File: src/rtl/par_to_serial_8b_if.sv
`default_nettype none
// ============================================================================
//  Module   : par_to_serial_8b_if
//  Purpose  : Parallel-word handshake and serial-line bundle for par_to_serial_8b.
//  Revision : 1.0 - initial release
// ============================================================================
interface par_to_serial_8b_if #(
    parameter int WIDTH = 8
);
    logic [WIDTH-1:0] data_in;
    logic             valid_in;
    logic             ready;
    logic             serial_out;
    logic             active_out;

    // Upstream word source plus serial-line observer.
    modport master (
        output data_in,
        output valid_in,
        input  ready,
        input  serial_out,
        input  active_out
    );

    // The converter itself.
    modport slave (
        input  data_in,
        input  valid_in,
        output ready,
        output serial_out,
        output active_out
    );
endinterface
`default_nettype wire

File: src/rtl/par_to_serial_8b.sv
`default_nettype none
// ============================================================================
//  Module   : par_to_serial_8b
//  Purpose  : Parallel-to-serial converter, one WIDTH-bit word per byte-time,
//             MSB first. Optional macro IDLE_COMMA_EN sends IDLE_WORD when idle.
//  Revision : 1.0 - initial release
// ============================================================================
module par_to_serial_8b #(
    parameter int         WIDTH     = 8,
    parameter logic [7:0] IDLE_WORD = 8'hBC
) (
    input  wire logic          clk_32f,
    input  wire logic          reset,
    par_to_serial_8b_if.slave  bus
);

    localparam int                   c_cnt_w = $clog2(WIDTH);
    localparam logic [c_cnt_w-1:0]   c_last  = c_cnt_w'(WIDTH - 1);

`ifdef IDLE_COMMA_EN
    localparam logic                 c_comma_en = 1'b1;
`else
    localparam logic                 c_comma_en = 1'b0;
`endif

    // Widen before slicing so WIDTH below 8 truncates and above 8 zero-fills.
    localparam logic [23:0]          c_idle_ext  = {16'h0000, IDLE_WORD};
    localparam logic [WIDTH-1:0]     c_idle_word = c_comma_en ? c_idle_ext[WIDTH-1:0] : '0;

    generate
        if (WIDTH < 2 || WIDTH > 16) begin : g_width_bad
            $error("par_to_serial_8b: WIDTH must be within 2..16");
        end
    endgenerate

    logic [c_cnt_w-1:0] r_cnt;
    logic [WIDTH-1:0]   r_shreg;
    logic               r_act;
    logic               w_load;

    assign w_load = (r_cnt == c_last);

    // The counter resets to the load phase so the first active cycle accepts a word.
    always_ff @(posedge clk_32f) begin
        if (!reset) begin
            r_cnt   <= c_last;
            r_shreg <= '0;
            r_act   <= 1'b0;
        end else if (w_load) begin
            r_cnt <= '0;
            if (bus.valid_in) begin
                r_shreg <= bus.data_in;
                r_act   <= 1'b1;
            end else begin
                r_shreg <= c_idle_word;
                r_act   <= 1'b0;
            end
        end else begin
            r_cnt   <= r_cnt + 1'b1;
            r_shreg <= {r_shreg[WIDTH-2:0], 1'b0};
        end
    end

    assign bus.ready      = w_load && reset;
    assign bus.serial_out = r_shreg[WIDTH-1];
    assign bus.active_out = r_act;

endmodule
`default_nettype wire

File: src/flat_wrapper.sv
// flat-port wrapper written by rule: the top's interface ports become plain ports
module par_to_serial_8b_flat 
#(
    parameter int         WIDTH     = 8,
    parameter logic [7:0] IDLE_WORD = 8'hBC
)
  (clk_32f, reset, bus_data_in, bus_valid_in, bus_ready, bus_serial_out, bus_active_out);
  par_to_serial_8b_if #(.WIDTH(WIDTH)) bus_i ();
  input  wire logic clk_32f;
  input  wire logic reset;
  input wire logic [$bits(bus_i.data_in)-1:0] bus_data_in;
  input wire logic [$bits(bus_i.valid_in)-1:0] bus_valid_in;
  output wire logic [$bits(bus_i.ready)-1:0] bus_ready;
  output wire logic [$bits(bus_i.serial_out)-1:0] bus_serial_out;
  output wire logic [$bits(bus_i.active_out)-1:0] bus_active_out;
  assign bus_i.data_in = bus_data_in;
  assign bus_i.valid_in = bus_valid_in;
  assign bus_ready = bus_i.ready;
  assign bus_serial_out = bus_i.serial_out;
  assign bus_active_out = bus_i.active_out;
  par_to_serial_8b #(.WIDTH(WIDTH), .IDLE_WORD(IDLE_WORD)) u_core (.clk_32f(clk_32f), .reset(reset), .bus(bus_i));
endmodule
File: config.mk
export PLATFORM = sky130hd
export DESIGN_NAME = par_to_serial_8b_flat
export DESIGN_NICKNAME = d
export VERILOG_FILES = /design/src/rtl/par_to_serial_8b_if.sv /design/src/rtl/par_to_serial_8b.sv /design/src/flat_wrapper.sv
export SDC_FILE = /design/constraint.sdc
export NUM_CORES = 1
export LEC_CHECK = 0
export CAP_MARGIN = 40
export CORE_AREA = 5 5 42 44
export DETAILED_ROUTE_END_ITERATION = 16
export DIE_AREA = 0 0 47 49
export HOLD_SLACK_MARGIN = 0.15
export PLACE_DENSITY = 0.69
export SLEW_MARGIN = 20
export SYNTH_ARGS = -nofsm -noshare
export SYNTH_HDL_FRONTEND = slang
export SYNTH_SLANG_ARGS = --single-unit
File: constraint.sdc
create_clock -name clk_32f -period 1.38 [get_ports clk_32f]
set_input_delay 0.276 -clock clk_32f [delete_from_list [all_inputs] [get_ports clk_32f]]
set_output_delay 0.276 -clock clk_32f [all_outputs]
set_load 0.01 [all_outputs]
==> results.sh, run 1 <==
export IMPL_global_route_wire_length_before_repair_um=1414
export IMPL_synth_simple_area_share_pct=30.69
export IMPL_final_design_area_no_fill_um2=674.4
export IMPL_drt_pass1_iter_count=5
export IMPL_worst_path_dominant_cell_family="flip-flops"
export IMPL_max_slew_margin_pct=79.17
export IMPL_syn_area_per_cell_um2=10.19
export IMPL_critical_path_startpoint="u_core.r_cnt[0]$_SDFF_PN1_"
export IMPL_placementRows=14
export IMPL_final_setup_skew_ps=1.708
export IMPL_synthesis_yosys_warnings=0
export IMPL_wirelength_um=881
export IMPL_wp_data_arrival_ps=1160
export IMPL_overall_power_of_the_completed_layout_mw=0.9219
export IMPL_synth_cell_types=14
export IMPL_placed_cell_area_um2=604.3
export IMPL_wire_per_inst_um=11.15
export IMPL_ant_nets=0
export IMPL_viasPerCell=4.823
export IMPL_slew_viol_final=0
export IMPL_max_slew_worst_pin_slew_ps=311.4
export IMPL_die_y_um=49
export IMPL_place_inst=74
export IMPL_ys_seq_area_share_pct=49.10
export IMPL_area_grow_syn2layout_pct=37.85
export IMPL_rsz0062_at_grt="true"
export IMPL_fraction_of_the_mapped_netlist_area_in_compound_gates_pct=2.046
export IMPL_worstSetupEndpointType="primary output"
export IMPL_setup_total_negative_slack_ps=-55.18
export IMPL_post_route_period_util_pct=104.0
export IMPL_detail_route_drc_violations=0
export IMPL_synth_mux_area_share_pct=2.046
export IMPL_synth_top_family_by_area="simple AND/OR/NAND/NOR gates"
export IMPL_max_clock_path_buffers=2
export IMPL_global_route_usage_total_pct=8.487
export IMPL_final_core_util_pct=48.13
export IMPL_worst_ir_drop_vdd_mv=0.6455
export IMPL_cts_hold_buf=0
export IMPL_path_cells="ha_4 > ha_4 > and2_4 > buf_6"
export IMPL_maximum_number_of_pins_on_one_net_before_global_route_repair=19
export IMPL_clock_sink_count=12
export IMPL_reg2reg_slack_ps=120
export IMPL_die_area_mm2=0.002303
export IMPL_max_cap_violations=0
export IMPL_required_ps=1100
export IMPL_layout_nets=77
export IMPL_timing_critical_path_from_type="register"
export IMPL_hold_viol_final=0
export IMPL_crit_top_cell="sky130_fd_sc_hd__ha_4"
export IMPL_synth_seq_cells=12
export IMPL_fillCellCount=146
export IMPL_iteration_0_drc_count_of_the_detailed_router=5
export IMPL_worst_path_max_delay_cell="sky130_fd_sc_hd__dfxtp_2"
export IMPL_final_layout_size_suffix_gt1_share_pct=20.63
export IMPL_gpl_final_weighted_congestion=0.6131
export IMPL_crit_fanout=2
export IMPL_post_synth_xor_xnor_area_pct=0
export IMPL_fp_dieW_um=47
export IMPL_io_pin_count=14
export IMPL_hold_path_startpoint="u_core.r_shreg[3]$_SDFF_PN0_"
export IMPL_worst_path_setup_slack_after_routing_ps=-55.18
export IMPL_hold_ws_ps=452.7
export IMPL_fmaxAchievable_mhz=696.8
export IMPL_layout_cells_non_filler=79
export IMPL_setup_worst_path_class="register to primary output"
export IMPL_layout_min_cycle_time_ps=1435
export IMPL_preCtsSetupSlack_ps=-323.4
export IMPL_design_core_area_mm2=0.001401
export IMPL_clock_insertion_delay_at_the_later_pin_of_the_skew_report_ps=270
export IMPL_total_via_count_in_the_routed_design=381
export IMPL_violations="setup timing"
export IMPL_grt_antenna_before_repair=0
export IMPL_power_per_cell_area_mw_per_mm2=1367
export IMPL_clk_transition_reported_paths_ps=80
export IMPL_report_final_setup_viol=1
export IMPL_first_global_vias=365
export IMPL_initial_utilization_pct=34.91
export IMPL_outcome="finished, violations left"
export IMPL_hold_path_class="register to register"
export IMPL_synth_fa_ha_area_share_pct=5.115
export IMPL_worstPathBufferInverterCount=1
export IMPL_grt_overflow_total=0
export IMPL_detailedPlacementHpwl_um=620.7
export IMPL_ctsHtreeMaxLevel=1
export IMPL_max_stage_delay_ps=340
export IMPL_clk_root_buffer_cell="sky130_fd_sc_hd__clkbuf_4"
export IMPL_synth_net_count=61
export IMPL_r2r_start="u_core.r_cnt[0]$_SDFF_PN1_"
export IMPL_diodes=0
export IMPL_p_leak_nw=0.2957
export IMPL_syn_area_um2=489.2
export IMPL_cts_tree="built"
export IMPL_port_buffers=13
export IMPL_clock_buffers_created_by_tritoncts=3
export IMPL_synth_cells=48
## cell families (layout without fill, tap and decap cells)
family / count (synthesis) / count (layout)
flops: 12 / 12
compound gates: 2 / 2
mux: 1 / 1
simple gates: 25 / 25
buf+inv: 6 / 21
fa+ha+maj: 2 / 2
## sequential cells by signal, summed over array words and instances (netlist names)
register and flops:
u_core.r_shreg 8, u_core.r_cnt 3, u_core.bus.active_out 1
## routing by layer
metal / track usage, % / vias up / part of all wire [%]
li1: - / 195 / -
met1: 9.354 / 170 / 42
met2: 13.35 / 14 / 48
met3: 2.583 / 2 / 8.7
met4: 5.530 / 0 / 1.0
met5: 0 / - / 0
## synthesized netlist by cell type
master | number | area [µm²]
sky130_fd_sc_hd__nand2b_1 | 1 | 6.260
sky130_fd_sc_hd__dfxtp_1 | 12 | 240.2
sky130_fd_sc_hd__nand2_1 | 7 | 26.28
sky130_fd_sc_hd__ha_1 | 2 | 25.02
sky130_fd_sc_hd__nor2b_1 | 1 | 6.260
sky130_fd_sc_hd__mux2i_1 | 1 | 10.01
sky130_fd_sc_hd__buf_6 | 4 | 45.04
sky130_fd_sc_hd__and2_4 | 1 | 8.760
sky130_fd_sc_hd__inv_1 | 1 | 3.750
sky130_fd_sc_hd__buf_2 | 1 | 5.000
sky130_fd_sc_hd__nand4_1 | 7 | 43.79
sky130_fd_sc_hd__and3_1 | 1 | 6.260
sky130_fd_sc_hd__o21ai_0 | 2 | 10.01
sky130_fd_sc_hd__nand3b_1 | 7 | 52.55
## cell type report
type / instances / area [µm²] / share of cell area (%)
clock buffers: 4 / 36.28 / 5.380
flip-flops and latches: 12 / 242.7 / 35.99
multi-input cells: 30 / 220.2 / 32.65
inverters: 1 / 3.754 / 0.5566
well taps: 16 / 20.02 / 2.968
repair buffers: 16 / 151.4 / 22.45
## power by group
group / internal (mW) / switching, mW
Sequential: 0.391 / 0.0223
Combinational: 0.137 / 0.0956
Clock: 0.160 / 0.115
Total: 0.689 / 0.233
## worst reg2reg max path: stages (launching register included)
cell,delay [ps]
sky130_fd_sc_hd__dfxtp_2,340
sky130_fd_sc_hd__ha_4,160
sky130_fd_sc_hd__ha_4,150
sky130_fd_sc_hd__buf_4,120
sky130_fd_sc_hd__buf_4,170
sky130_fd_sc_hd__mux2i_1,150
sky130_fd_sc_hd__nor2b_1,60
## path summary, 6_finish.rpt
path	endpoint	cells after the start
min	u_core.r_shreg[4]$_SDFF_PN0_	2
max reg2reg	u_core.bus.active_out$_SDFFE_PN0N_	6
max	bus_ready	4
min reg2reg	u_core.r_shreg[4]$_SDFF_PN0_	2
## cells in the final DEF (no fill, tap or decap)
| cell type | count |
|---|---|
| sky130_fd_sc_hd__clkdlybuf4s50_1 | 10 |
| sky130_fd_sc_hd__dfxtp_1 | 10 |
| sky130_fd_sc_hd__nand3b_1 | 7 |
| sky130_fd_sc_hd__nand4_1 | 7 |
| sky130_fd_sc_hd__nand2_1 | 7 |
| sky130_fd_sc_hd__clkbuf_4 | 3 |
| sky130_fd_sc_hd__buf_4 | 3 |
| sky130_fd_sc_hd__o21ai_0 | 2 |
| sky130_fd_sc_hd__ha_4 | 2 |
| sky130_fd_sc_hd__dlygate4sd2_1 | 2 |
| sky130_fd_sc_hd__dfxtp_2 | 2 |
| sky130_fd_sc_hd__and2_4 | 1 |
| sky130_fd_sc_hd__mux2i_1 | 1 |
| sky130_fd_sc_hd__nor2b_1 | 1 |
| sky130_fd_sc_hd__and3_1 | 1 |
| sky130_fd_sc_hd__nand2b_1 | 1 |
| sky130_fd_sc_hd__inv_1 | 1 |
| sky130_fd_sc_hd__clkbuf_8 | 1 |
| sky130_fd_sc_hd__buf_6 | 1 |
## what timing repair did
action	4_1_cts	5_1_grt
setup buffers	0	1
resized for setup	13	0
cloned	0	0
pin swaps	2	2
endpoints found under the setup margin	3	1
Note: power is estimated with default switching activity, not from simulation.
==> run 2: changes to the inputs <==
Clock period 1.38 ns to 1.6 ns, I/O delays scaled along.
==> run 2 against run 1 <==
Against the previous run:
- the flow now finishes without violations
- combinational power down 26%
- worst hold slack worse by 19 ps
- clock-buffer cell count unchanged
- sequential share of layout area up 1.8 points
- via count up 0.26%
- cell count down 1.3%
- wire length unchanged
- first-iteration DRC count down 40%
- total power down 17%
- critical path type unchanged
- largest power group unchanged
- highest routed layer unchanged
==> results.sh, run 2 (synthesized netlist as in run 1, its figures left out) <==
export IMPL_gpl_final_weighted_congestion=0.6133
export IMPL_max_slew_worst_pin_slew_ps=287.7
export IMPL_clk_root_buffer_cell="sky130_fd_sc_hd__clkbuf_4"
export IMPL_design_core_area_mm2=0.001401
export IMPL_largest_reg_flops=8
export IMPL_outcome="finished clean"
export IMPL_area_grow_syn2layout_pct=30.69
export IMPL_total_via_count_in_the_routed_design=382
export IMPL_placed_cell_area_um2=604.3
export IMPL_drt_pass1_iter_count=3
export IMPL_global_route_wire_length_before_repair_um=1490
export IMPL_layout_min_cycle_time_ps=1548
export IMPL_report_final_setup_viol=0
export IMPL_setup_worst_path_class="register to primary output"
export IMPL_port_buffers=13
export IMPL_clock_buffers_created_by_tritoncts=3
export IMPL_hold_path_class="register to register"
export IMPL_fillCellCount=155
export IMPL_detailedPlacementHpwl_um=604.7
export IMPL_reg2reg_slack_ps=400
export IMPL_slew_viol_final=0
export IMPL_wirelength_um=881
export IMPL_clk_transition_reported_paths_ps=70
export IMPL_maximum_number_of_pins_on_one_net_before_global_route_repair=19
export IMPL_diodes=0
export IMPL_hold_ws_ps=433.8
export IMPL_p_leak_nw=0.2789
export IMPL_power_per_cell_area_mw_per_mm2=1191
export IMPL_clock_insertion_delay_at_the_later_pin_of_the_skew_report_ps=270
export IMPL_grt_overflow_total=0
export IMPL_buffer_count_from_post_cts_setup_fixing=0
export IMPL_ant_nets=0
export IMPL_overall_power_of_the_completed_layout_mw=0.7615
export IMPL_worstSetupEndpointType="primary output"
export IMPL_place_inst=74
export IMPL_final_layout_size_suffix_gt1_share_pct=16.13
export IMPL_detail_route_drc_violations=0
export IMPL_cts_tree="built"
export IMPL_first_global_vias=375
export IMPL_die_y_um=49
export IMPL_max_slew_margin_pct=80.76
export IMPL_required_ps=1280
export IMPL_timing_critical_path_from_type="register"
export IMPL_wp_data_arrival_ps=1230
export IMPL_initial_utilization_pct=34.91
export IMPL_wire_per_inst_um=11.29
export IMPL_final_setup_skew_ps=4.491
export IMPL_global_route_usage_total_pct=8.917
export IMPL_rsz0062_at_grt="false"
export IMPL_fp_dieW_um=47
export IMPL_final_common_cell="sky130_fd_sc_hd__clkdlybuf4s50_1"
export IMPL_die_area_mm2=0.002303
export IMPL_crit_fanout=2
export IMPL_max_cap_violations=0
export IMPL_layout_cells_non_filler=78
export IMPL_mostFrequentLayoutCells="sky130_fd_sc_hd__clkdlybuf4s50_1 (12), sky130_fd_sc_hd__dfxtp_1 (11), sky130_fd_sc_hd__nand3b_1 (7), sky130_fd_sc_hd__nand4_1 (7), sky130_fd_sc_hd__nand2_1 (7)"
export IMPL_fmaxAchievable_mhz=646.0
export IMPL_viasPerCell=4.897
export IMPL_max_clock_path_buffers=2
export IMPL_ctsHtreeMaxLevel=1
export IMPL_layout_nets=76
export IMPL_placementRows=14
export IMPL_clock_sink_count=12
export IMPL_iteration_0_drc_count_of_the_detailed_router=3
export IMPL_grt_antenna_before_repair=0
export IMPL_io_pin_count=14
export IMPL_post_route_period_util_pct=96.75
export IMPL_register_with_the_most_flip_flops="u_core.r_shreg"
export IMPL_hold_viol_final=0
export IMPL_worst_ir_drop_vdd_mv=0.5472
export IMPL_final_design_area_no_fill_um2=639.4
-- run 2: cell count changes in the layout (fill, tap and decap cells not counted), sizes merged --
cell           previous run  this run
dlygate4sd2               2         0
clkdlybuf4s50            10        12
buf                       4         3
-- run 2: layout make-up --
| cell class | instances | area, µm² | share of cell area [%] |
|---|---|---|---|
| Timing Repair Buffer | 15 | 140.1 | 21.92 |
| Clock buffer | 4 | 36.28 | 5.675 |
| Sequential cell | 12 | 241.5 | 37.77 |
| Inverter | 1 | 3.754 | 0.5871 |
| Tap cell | 16 | 20.02 | 3.131 |
| Multi-Input combinational cell | 30 | 197.7 | 30.92 |
-- run 2: metrics by stage --
| stage | setup slack (ps) | utilization (%) | setup TNS [ps] |
|---|---|---|---|
| after floorplan | 364.5 | - | 0 |
| after global placement | -179.6 | 43.13 | -179.6 |
| after detailed placement | -182.4 | 43.13 | -182.4 |
| after CTS | 32.59 | 45.63 | 0 |
| after global routing | 5.592 | 45.63 | 0 |
| final | 51.93 | 45.63 | 0 |
-- run 2: path summary, 6_finish.rpt --
| path | from | end | cells past startpoint |
|---|---|---|---|
| worst max-delay path | u_core.r_cnt[0]$_SDFF_PN1_ | bus_ready | 4 |
| worst min-delay path | u_core.r_cnt[0]$_SDFF_PN1_ | u_core.r_cnt[0]$_SDFF_PN1_ | 1 |
| worst max register to register | u_core.r_cnt[0]$_SDFF_PN1_ | u_core.bus.active_out$_SDFFE_PN0N_ | 5 |
| worst min register to register | u_core.r_cnt[0]$_SDFF_PN1_ | u_core.r_cnt[0]$_SDFF_PN1_ | 1 |
-- run 2: critical path: stages, from the launching register on --
cell,delay (ps)
sky130_fd_sc_hd__dfxtp_2,320
sky130_fd_sc_hd__ha_1,190
sky130_fd_sc_hd__ha_2,180
sky130_fd_sc_hd__and2_4,130
sky130_fd_sc_hd__buf_2,130
-- run 2: report_power, final --
| group | internal [mW] | leakage (nW) | switching (mW) |
|---|---|---|---|
| sequential | 0.336 | 0.0983 | 0.0112 |
| clock | 0.138 | 0.0210 | 0.104 |
| combinational | 0.0963 | 0.160 | 0.0764 |
-- run 2: per-layer routing --
layer | vias up | global-route usage [%] | wire [µm]
li1 | 192 | - | -
met5 | - | 0 | 0
met1 | 178 | 11.16 | 397
met4 | 0 | 5.530 | 7
met2 | 10 | 12.44 | 419
met3 | 2 | 3.321 | 57
-- run 2: timing repair --
item	in CTS	in global routing
gates resized for setup	6	0
hold buffers	0	0
setup endpoints to repair	1	0
==> run 3: changes to the inputs <==
==> constraint.sdc (replaced) <==
create_clock -name clk_32f -period 1.6 [get_ports clk_32f]
set_input_delay 0.32 -clock clk_32f [delete_from_list [all_inputs] [get_ports clk_32f]]
set_output_delay 0.32 -clock clk_32f [all_outputs]
set_load 0.1 [all_outputs]
==> run 3 against run 2 <==
Against the previous run:
- sequential power increased by 3%
- fmax increased by 0.46%
- sequential share of layout area decreased by 2.3 points
- worst hold slack improved by 15 ps
- largest power group unchanged
==> results.sh, run 3 (synthesized netlist as in run 1, its figures left out) <==
export IMPL_grt_antenna_before_repair=0
export IMPL_design_core_area_mm2=0.001401
export IMPL_max_slew_worst_pin_slew_ps=302.6
export IMPL_r2r_worst_path_cells=5
export IMPL_clk_transition_reported_paths_ps=70
export IMPL_clk_root_buffer_cell="sky130_fd_sc_hd__clkbuf_4"
export IMPL_setup_total_negative_slack_ps=0
export IMPL_overall_power_of_the_completed_layout_mw=0.8250
export IMPL_fmaxAchievable_mhz=649.0
export IMPL_setup_worst_path_class="register to primary output"
export IMPL_max_cap_violations=0
export IMPL_area_grow_syn2layout_pct=39.90
export IMPL_max_slew_margin_pct=79.76
export IMPL_max_stage_delay_ps=340
export IMPL_worstSetupEndpointType="primary output"
export IMPL_power_per_cell_area_mw_per_mm2=1205
export IMPL_crit_top_cell="sky130_fd_sc_hd__ha_4"
export IMPL_hold_path_class="register to register"
export IMPL_global_route_wire_length_before_repair_um=1545
export IMPL_post_route_period_util_pct=96.31
export IMPL_layout_min_cycle_time_ps=1541
export IMPL_buffer_count_from_post_cts_setup_fixing=0
export IMPL_final_setup_skew_ps=1.946
export IMPL_register_with_the_most_flip_flops="u_core.r_shreg"
export IMPL_wirelength_um=892
export IMPL_required_ps=1280
export IMPL_fp_dieW_um=47
export IMPL_wp_data_arrival_ps=1220
export IMPL_timing_critical_path_from_type="register"
export IMPL_port_buffers=13
export IMPL_drt_pass1_iter_count=4
export IMPL_worst_path_max_delay_cell="sky130_fd_sc_hd__dfxtp_2"
export IMPL_initial_utilization_pct=34.91
export IMPL_worstReg2RegEnd="u_core.bus.active_out$_SDFFE_PN0N_"
export IMPL_p_leak_nw=0.2872
export IMPL_path_cells="ha_4 > ha_4 > and2_4 > buf_12"
export IMPL_grt_overflow_total=0
export IMPL_detail_route_drc_violations=0
export IMPL_diodes=0
export IMPL_global_route_usage_total_pct=9.753
export IMPL_slew_viol_final=0
export IMPL_hold_path_depth=2
export IMPL_die_y_um=49
export IMPL_total_via_count_in_the_routed_design=387
export IMPL_worst_ir_drop_vdd_mv=0.5472
export IMPL_rsz0062_at_grt="false"
export IMPL_report_final_setup_viol=0
export IMPL_clock_buffers_created_by_tritoncts=3
export IMPL_hold_ws_ps=448.5
export IMPL_die_area_mm2=0.002303
export IMPL_preCtsSetupSlack_ps=152.3
export IMPL_end_point_of_the_most_critical_hold_path="u_core.r_shreg[1]$_SDFF_PN0_"
export IMPL_largest_reg_flops=8
export IMPL_clock_insertion_delay_at_the_later_pin_of_the_skew_report_ps=270
export IMPL_max_clock_path_buffers=2
export IMPL_wire_per_inst_um=11.58
export IMPL_placed_cell_area_um2=634.4
export IMPL_hold_path_startpoint="u_core.r_shreg[0]$_SDFF_PN0_"
export IMPL_cts_hold_buf=0
export IMPL_final_layout_size_suffix_gt1_share_pct=21.31
export IMPL_first_global_vias=375
export IMPL_ctsHtreeMaxLevel=1
export IMPL_clock_sink_count=12
export IMPL_ant_nets=0
export IMPL_crit_fanout=2
export IMPL_layout_nets=76
export IMPL_outcome="finished clean"
export IMPL_worst_path_setup_slack_after_routing_ps=59.07
export IMPL_cts_tree="built"
export IMPL_reg2reg_slack_ps=430
export IMPL_mostFrequentLayoutCells="sky130_fd_sc_hd__clkdlybuf4s50_1 (10), sky130_fd_sc_hd__dfxtp_1 (10), sky130_fd_sc_hd__nand3b_1 (7), sky130_fd_sc_hd__nand4_1 (7), sky130_fd_sc_hd__nand2_1 (7)"
export IMPL_gpl_final_weighted_congestion=0.6559
export IMPL_io_pin_count=14
export IMPL_iteration_0_drc_count_of_the_detailed_router=6
export IMPL_hold_viol_final=0
export IMPL_maximum_number_of_pins_on_one_net_before_global_route_repair=19
export IMPL_final_design_area_no_fill_um2=684.4
export IMPL_placementRows=14
export IMPL_r2r_start="u_core.r_cnt[0]$_SDFF_PN1_"
export IMPL_viasPerCell=5.026
export IMPL_detailedPlacementHpwl_um=629.3
-- run 3: cell types whose count changed in the layout (fill, tap and decap cells not counted), sizes merged --
| cell | change |
|---|---|
| buf | +2 |
| clkbuf | -1 |
| clkdlybuf4s50 | -2 |
-- run 3: where the power goes --
part | switching, mW | internal [mW]
registers | 0.0217 | 0.338
clock network | 0.0923 | 0.0870
logic | 0.150 | 0.137
total | 0.264 | 0.561
-- run 3: area by class of cell --
| cell class | instances | area (µm²) |
|---|---|---|
| clock buffer | 3 | 22.52 |
| sequential | 12 | 242.7 |
| tap | 16 | 20.02 |
| inverter | 1 | 3.754 |
| multi-input combinational | 30 | 220.2 |
| fill | 148 | 716.9 |
| timing repair buffer | 15 | 175.2 |
-- run 3: worst max path at each step --
| stage | startpoint | to | cells after the start |
|---|---|---|---|
| finish | u_core.r_cnt[0]$_SDFF_PN1_ | bus_ready | 4 |
| global placement | reset | bus_ready | 3 |
| global route | u_core.r_cnt[0]$_SDFF_PN1_ | bus_ready | 4 |
| floorplan | u_core.r_cnt[0]$_SDFF_PN1_ | bus_ready | 4 |
| detailed placement | reset | bus_ready | 3 |
| CTS | u_core.r_cnt[0]$_SDFF_PN1_ | bus_ready | 4 |
-- run 3: through the flow --
stage	cells	util, %
finish	77	48.84
global route	77	48.84
CTS	77	47.32
detailed placement	74	45.27
global placement	74	45.27
floorplan	48	-
-- run 3: worst max-delay path: cells and delay by family, from the launching register on --
family | cells | cell delay (ps)
adder cells (fa/ha/maj) | 2 | 310
buffers and inverters | 1 | 160
flip-flops | 1 | 340
AND/OR/NAND/NOR | 1 | 140
-- run 3: per-layer routing --
| metal | global-route usage, % | up-vias | routed length [µm] |
|---|---|---|---|
| met1 | 11.33 | 183 | 368 |
| met4 | 8.295 | 0 | 12 |
| met3 | 5.166 | 2 | 75 |
| li1 | - | 192 | - |
| met2 | 12.44 | 10 | 435 |
| met5 | 0 | - | 0 |
-- run 3: what timing repair did --
item | 4_1_cts | 5_1_grt
endpoints found under the setup margin | 1 | 1
resized for setup | 3 | 3
hold endpoints to repair | 0 | 0
pin swaps | 1 | 0
==> RTL edit 1, RTL diff (settings of run 2) <==
The option `IDLE_COMMA_EN` is turned on by a define.
--- a/src/rtl/par_to_serial_8b.sv
+++ b/src/rtl/par_to_serial_8b.sv
@@ -5,6 +5,8 @@
 //             MSB first. Optional macro IDLE_COMMA_EN sends IDLE_WORD when idle.
 //  Revision : 1.0 - initial release
 // ============================================================================
+`define IDLE_COMMA_EN
+
 module par_to_serial_8b #(
     parameter int         WIDTH     = 8,
     parameter logic [7:0] IDLE_WORD = 8'hBC
Formal check against the unedited RTL: not equivalent (a bounded check fails within 4 cycles, from zero or initial values and one cycle with reset low).
==> RTL edit 1 against run 2 <==
Design area shrank 0.39%. Sequential cell count is the same. Synthesized area shrank 13%. Wire length shrank 6.7%. Utilization shrank 0.18 points. Via count shrank 13%. Setup slack gained 13 ps. Total power grew 7.4%. Combinational power grew 16%. Critical path type unchanged. Largest cell class unchanged. Highest routed layer unchanged.
==> RTL edit 1: results (changes against run 2) <==
tightest_slew_ps: 138  # was 288 ps
wirelength_um: 822  # was 881 µm
synth_cells: 36  # was 48
whs_path_depth: 2  # was 1
finalCriticalPeriod_ps: 1540  # was 1550 ps
synth-compound-area-share_pct: 19.6  # was 2.05%
grt_max_degree: 14  # was 19
layout.nets: 67  # was 76
gp_congestion: 0.652  # was 0.613
skew_ps: 7.11  # was 4.49 ps
cts_root_buf: "clkbuf_4"  # unchanged
fin_hold_ws_ps: 466  # was 434 ps
synth_mux_area_share_pct: 0  # was 2.05%
post_route_cells_drive_above_1_share_pct: 22.6  # was 16.1%
grt_pass1_wl_um: 1300  # was 1490 µm
vias: 331  # was 382
placed_cell_area_um2: 573  # was 604 µm²
ys_seq_area_share_pct: 56.3  # was 49.1%
whs_endpoint: "u_core.r_shreg[1]$_SDFF_PN0_"  # was u_core.r_cnt[0]$_SDFF_PN1_
peakVddDrop_v: 0.000808  # was 0.000547 V
hpwl_um: 558  # was 605 µm
firstDrtPassIters: 2  # was 3
netlist_top_cells_count: "12 x dfxtp_1, 5 x o221a_1, 4 x o21ai_0"  # was 12 x dfxtp_1, 7 x nand2_1, 7 x nand3b_1, 7 x nand4_1, 4 x buf_6
slowest_delay_ps: 340  # was 320 ps
status: "completed"  # unchanged
power_leakage_nw: 0.245  # was 0.279 nW
post_cts_resized: 8  # was 6
critical_path.top_delay_family: "flip-flops"  # was adder cells
p_sw_share_pct: 24.8  # was 25.1%
synth_nets: 49  # was 61
drt_iter0_drc: 2  # was 3
r2r_end: "u_core.r_shreg[2]$_SDFF_PN0_"  # was u_core.bus.active_out$_SDFFE_PN0N_
worstSkewPairLatency_ps: 280
synth.area.top_cells: "dfxtp_1 56%, o221a_1 13%, ha_1 5.9%"  # was dfxtp_1 49%, nand3b_1 11%, buf_6 9.2%
synth_fa_ha_area_share_pct: 5.87  # was 5.12%
cts-buffers-inserted: 3  # unchanged
fill_cells: 147  # was 155
ys_async_sr_fraction_pct: 0  # unchanged
finalNonFillerCells: 69  # was 78
worstHoldStart: "u_core.r_shreg[0]$_SDFF_PN0_"  # was u_core.r_cnt[0]$_SDFF_PN1_
grt_use_total_pct: 8.07  # was 8.92%
reg2reg_slack_ps: 340  # was 400 ps
dp_cells: 65  # was 74
post-place-ws_ps: -189  # was -182 ps
-- RTL edit 1: layer usage --
metal	part of all wire, %	GRT usage (%)	vias up
li1	-	-	165
met1	40	8.72	151
met2	47	10.9	11
met3	10	6.64	4
met4	2.6	4.15	0
met5	0	0	-
-- RTL edit 1: worst min-delay path, cell delays in order, from the launching register on --
cell,delay [ps]
dfxtp_1,310
nand3b_1,60
o21ai_0,70
-- RTL edit 1: final cells by class --
cell class | instances | area, µm² | share of cell area [%]
sequential | 12 | 241 | 37.9
inverter | 1 | 3.75 | 0.589
tap | 16 | 20.0 | 3.14
clock buffer | 4 | 36.3 | 5.70
multi-input combinational | 21 | 189 | 29.7
timing repair buffer | 15 | 146 | 23.0
-- RTL edit 1: power groups by stage --
stage	combinational, mW	sequential (mW)	clock, mW
global route	0.221	0.382	0.265
floorplan	0.114	0.377	0
detailed placement	0.183	0.376	0
global placement	0.180	0.374	0
finish	0.200	0.377	0.241
CTS	0.189	0.370	0.253
==> RTL edit 2, RTL diff (settings of run 2) <==
Without the edit above. Reset style: asynchronous (`reset`), changed in one clocked block.
--- a/src/rtl/par_to_serial_8b.sv
+++ b/src/rtl/par_to_serial_8b.sv
@@ -41,7 +41,7 @@
     assign w_load = (r_cnt == c_last);
 
     // The counter resets to the load phase so the first active cycle accepts a word.
-    always_ff @(posedge clk_32f) begin
+    always_ff @(posedge clk_32f or negedge reset) begin
         if (!reset) begin
             r_cnt   <= c_last;
             r_shreg <= '0;
Function: differs if reset is asserted again (counterexample within 4 cycles, from zero or initial values and one cycle with reset low); with reset held inactive, the same outputs for 10 cycles.
==> RTL edit 2 against run 2 <==
The flow now finishes with violations (setup timing). Synthesized area decreased by 6.9%. Wire length decreased by 3.4%. Setup slack got worse by 74 ps. Design area increased by 6.5%. Sequential cell count unchanged. Via count decreased by 20%. First-iteration DRC count decreased by 67%. Largest cell class unchanged.
Power is not compared: it rests on default switching activity, and its combinational part moved more than twofold at a synthesized area within 25%.
==> RTL edit 2: results (changes against run 2) <==
status: "finished, violations left"  # was completed
violations: "setup timing"
placed_cell_area_um2: 609  # was 604 µm²
ys_async_sr_fraction_pct: 100  # was 0%
gp_congestion: 0.663  # was 0.613
netlist_top_cells_count: "9 x dfrtp_1, 6 x a22o_1, 3 x dfstp_2"  # was 12 x dfxtp_1, 7 x nand2_1, 7 x nand3b_1, 7 x nand4_1, 4 x buf_6
critical_path.top_delay_family: "flip-flops"  # was adder cells
firstDrtPassIters: 2  # was 3
fin_setup_tns_ps: -22.5  # was 0 ps
layout.nets: 64  # was 76
synth-compound-area-share_pct: 14.6  # was 2.05%
slowest_stage: "dfstp_2"  # was dfxtp_2
grt_use_met2_pct: 11.8  # was 12.4%
ys_seq_area_share_pct: 66.8  # was 49.1%
hold_path.class: "primary input to asynchronous set/reset pin"  # was register to register
slew_headroom_pct: 86.2  # was 80.8%
slowest_delay_ps: 550  # was 320 ps
reg2reg_slack_ps: 190  # was 400 ps
skew_ps: 3.53  # was 4.49 ps
post_cts_resized: 10  # was 6
route.met3.wl_um: 109  # was 57 µm
post-place-ws_ps: -217  # was -182 ps
grt_use_total_pct: 9.22  # was 8.92%
finalSetupViolations: 1  # was 0
synth.area.top_cells: "dfrtp_1 49%, dfstp_2 17%, a22o_1 12%"  # was dfxtp_1 49%, nand3b_1 11%, buf_6 9.2%
grt_pass1_wl_um: 1370  # was 1490 µm
synth_mux_area_share_pct: 0  # was 2.05%
routedLengthMet1_um: 360  # was 397 µm
cp_data_arrival_time_ps: 1300  # was 1230 ps
grt_use_met1_pct: 10.8  # was 11.2%
synth_ff_type: "dfrtp_1"  # was dfxtp_1
dp_cells: 61  # was 74
synth_nets: 44  # was 61
cp-startpoint: "u_core.r_cnt[0]$_DFF_PN1_"  # was u_core.r_cnt[0]$_SDFF_PN1_
via_per_inst: 4.62  # was 4.90
r2r_end: "u_core.r_shreg[6]$_DFF_PN0_"  # was u_core.bus.active_out$_SDFFE_PN0N_
setup_slack_ps: -22.5  # was 51.9 ps
wl_per_cell_um: 12.9  # was 11.3 µm
grtUsageMet3_pct: 6.64  # was 3.32%
[RTL edit 2: cell types whose count changed in the layout (fill, tap and decap cells not counted), sizes merged, moves of 3 or more]
cell / change
nand3b: -7
a22o: +6
dfstp: +3
dfxtp: -12
nand2: -7
dfrtp: +9
nand4: -7
[RTL edit 2: area by class of cell]
cell class | instances | area (µm²)
Clock buffer | 4 | 36.3
Inverter | 2 | 7.51
Multi-Input combinational cell | 16 | 159
Timing Repair Buffer | 16 | 154
Fill cell | 135 | 721
Sequential cell | 12 | 304
Tap cell | 16 | 20.0
[RTL edit 2: through the flow]
step           util, %  hold WS (ps)  power [mW]
4_1_cts           48.0           414       0.615
3_3_place_gp      43.5           461       0.371
6_report          48.6           406       0.603
2_1_floorplan        -          24.4       0.331
5_1_grt           48.6           416       0.633
3_5_place_dp      43.5           460       0.372
[RTL edit 2: worst reg2reg max path, cell delays in order (launching register included)]
cell and delay (ps):
dfstp_2 550, ha_4 140, ha_4 120, buf_4 130, inv_1 110, a22o_1 250
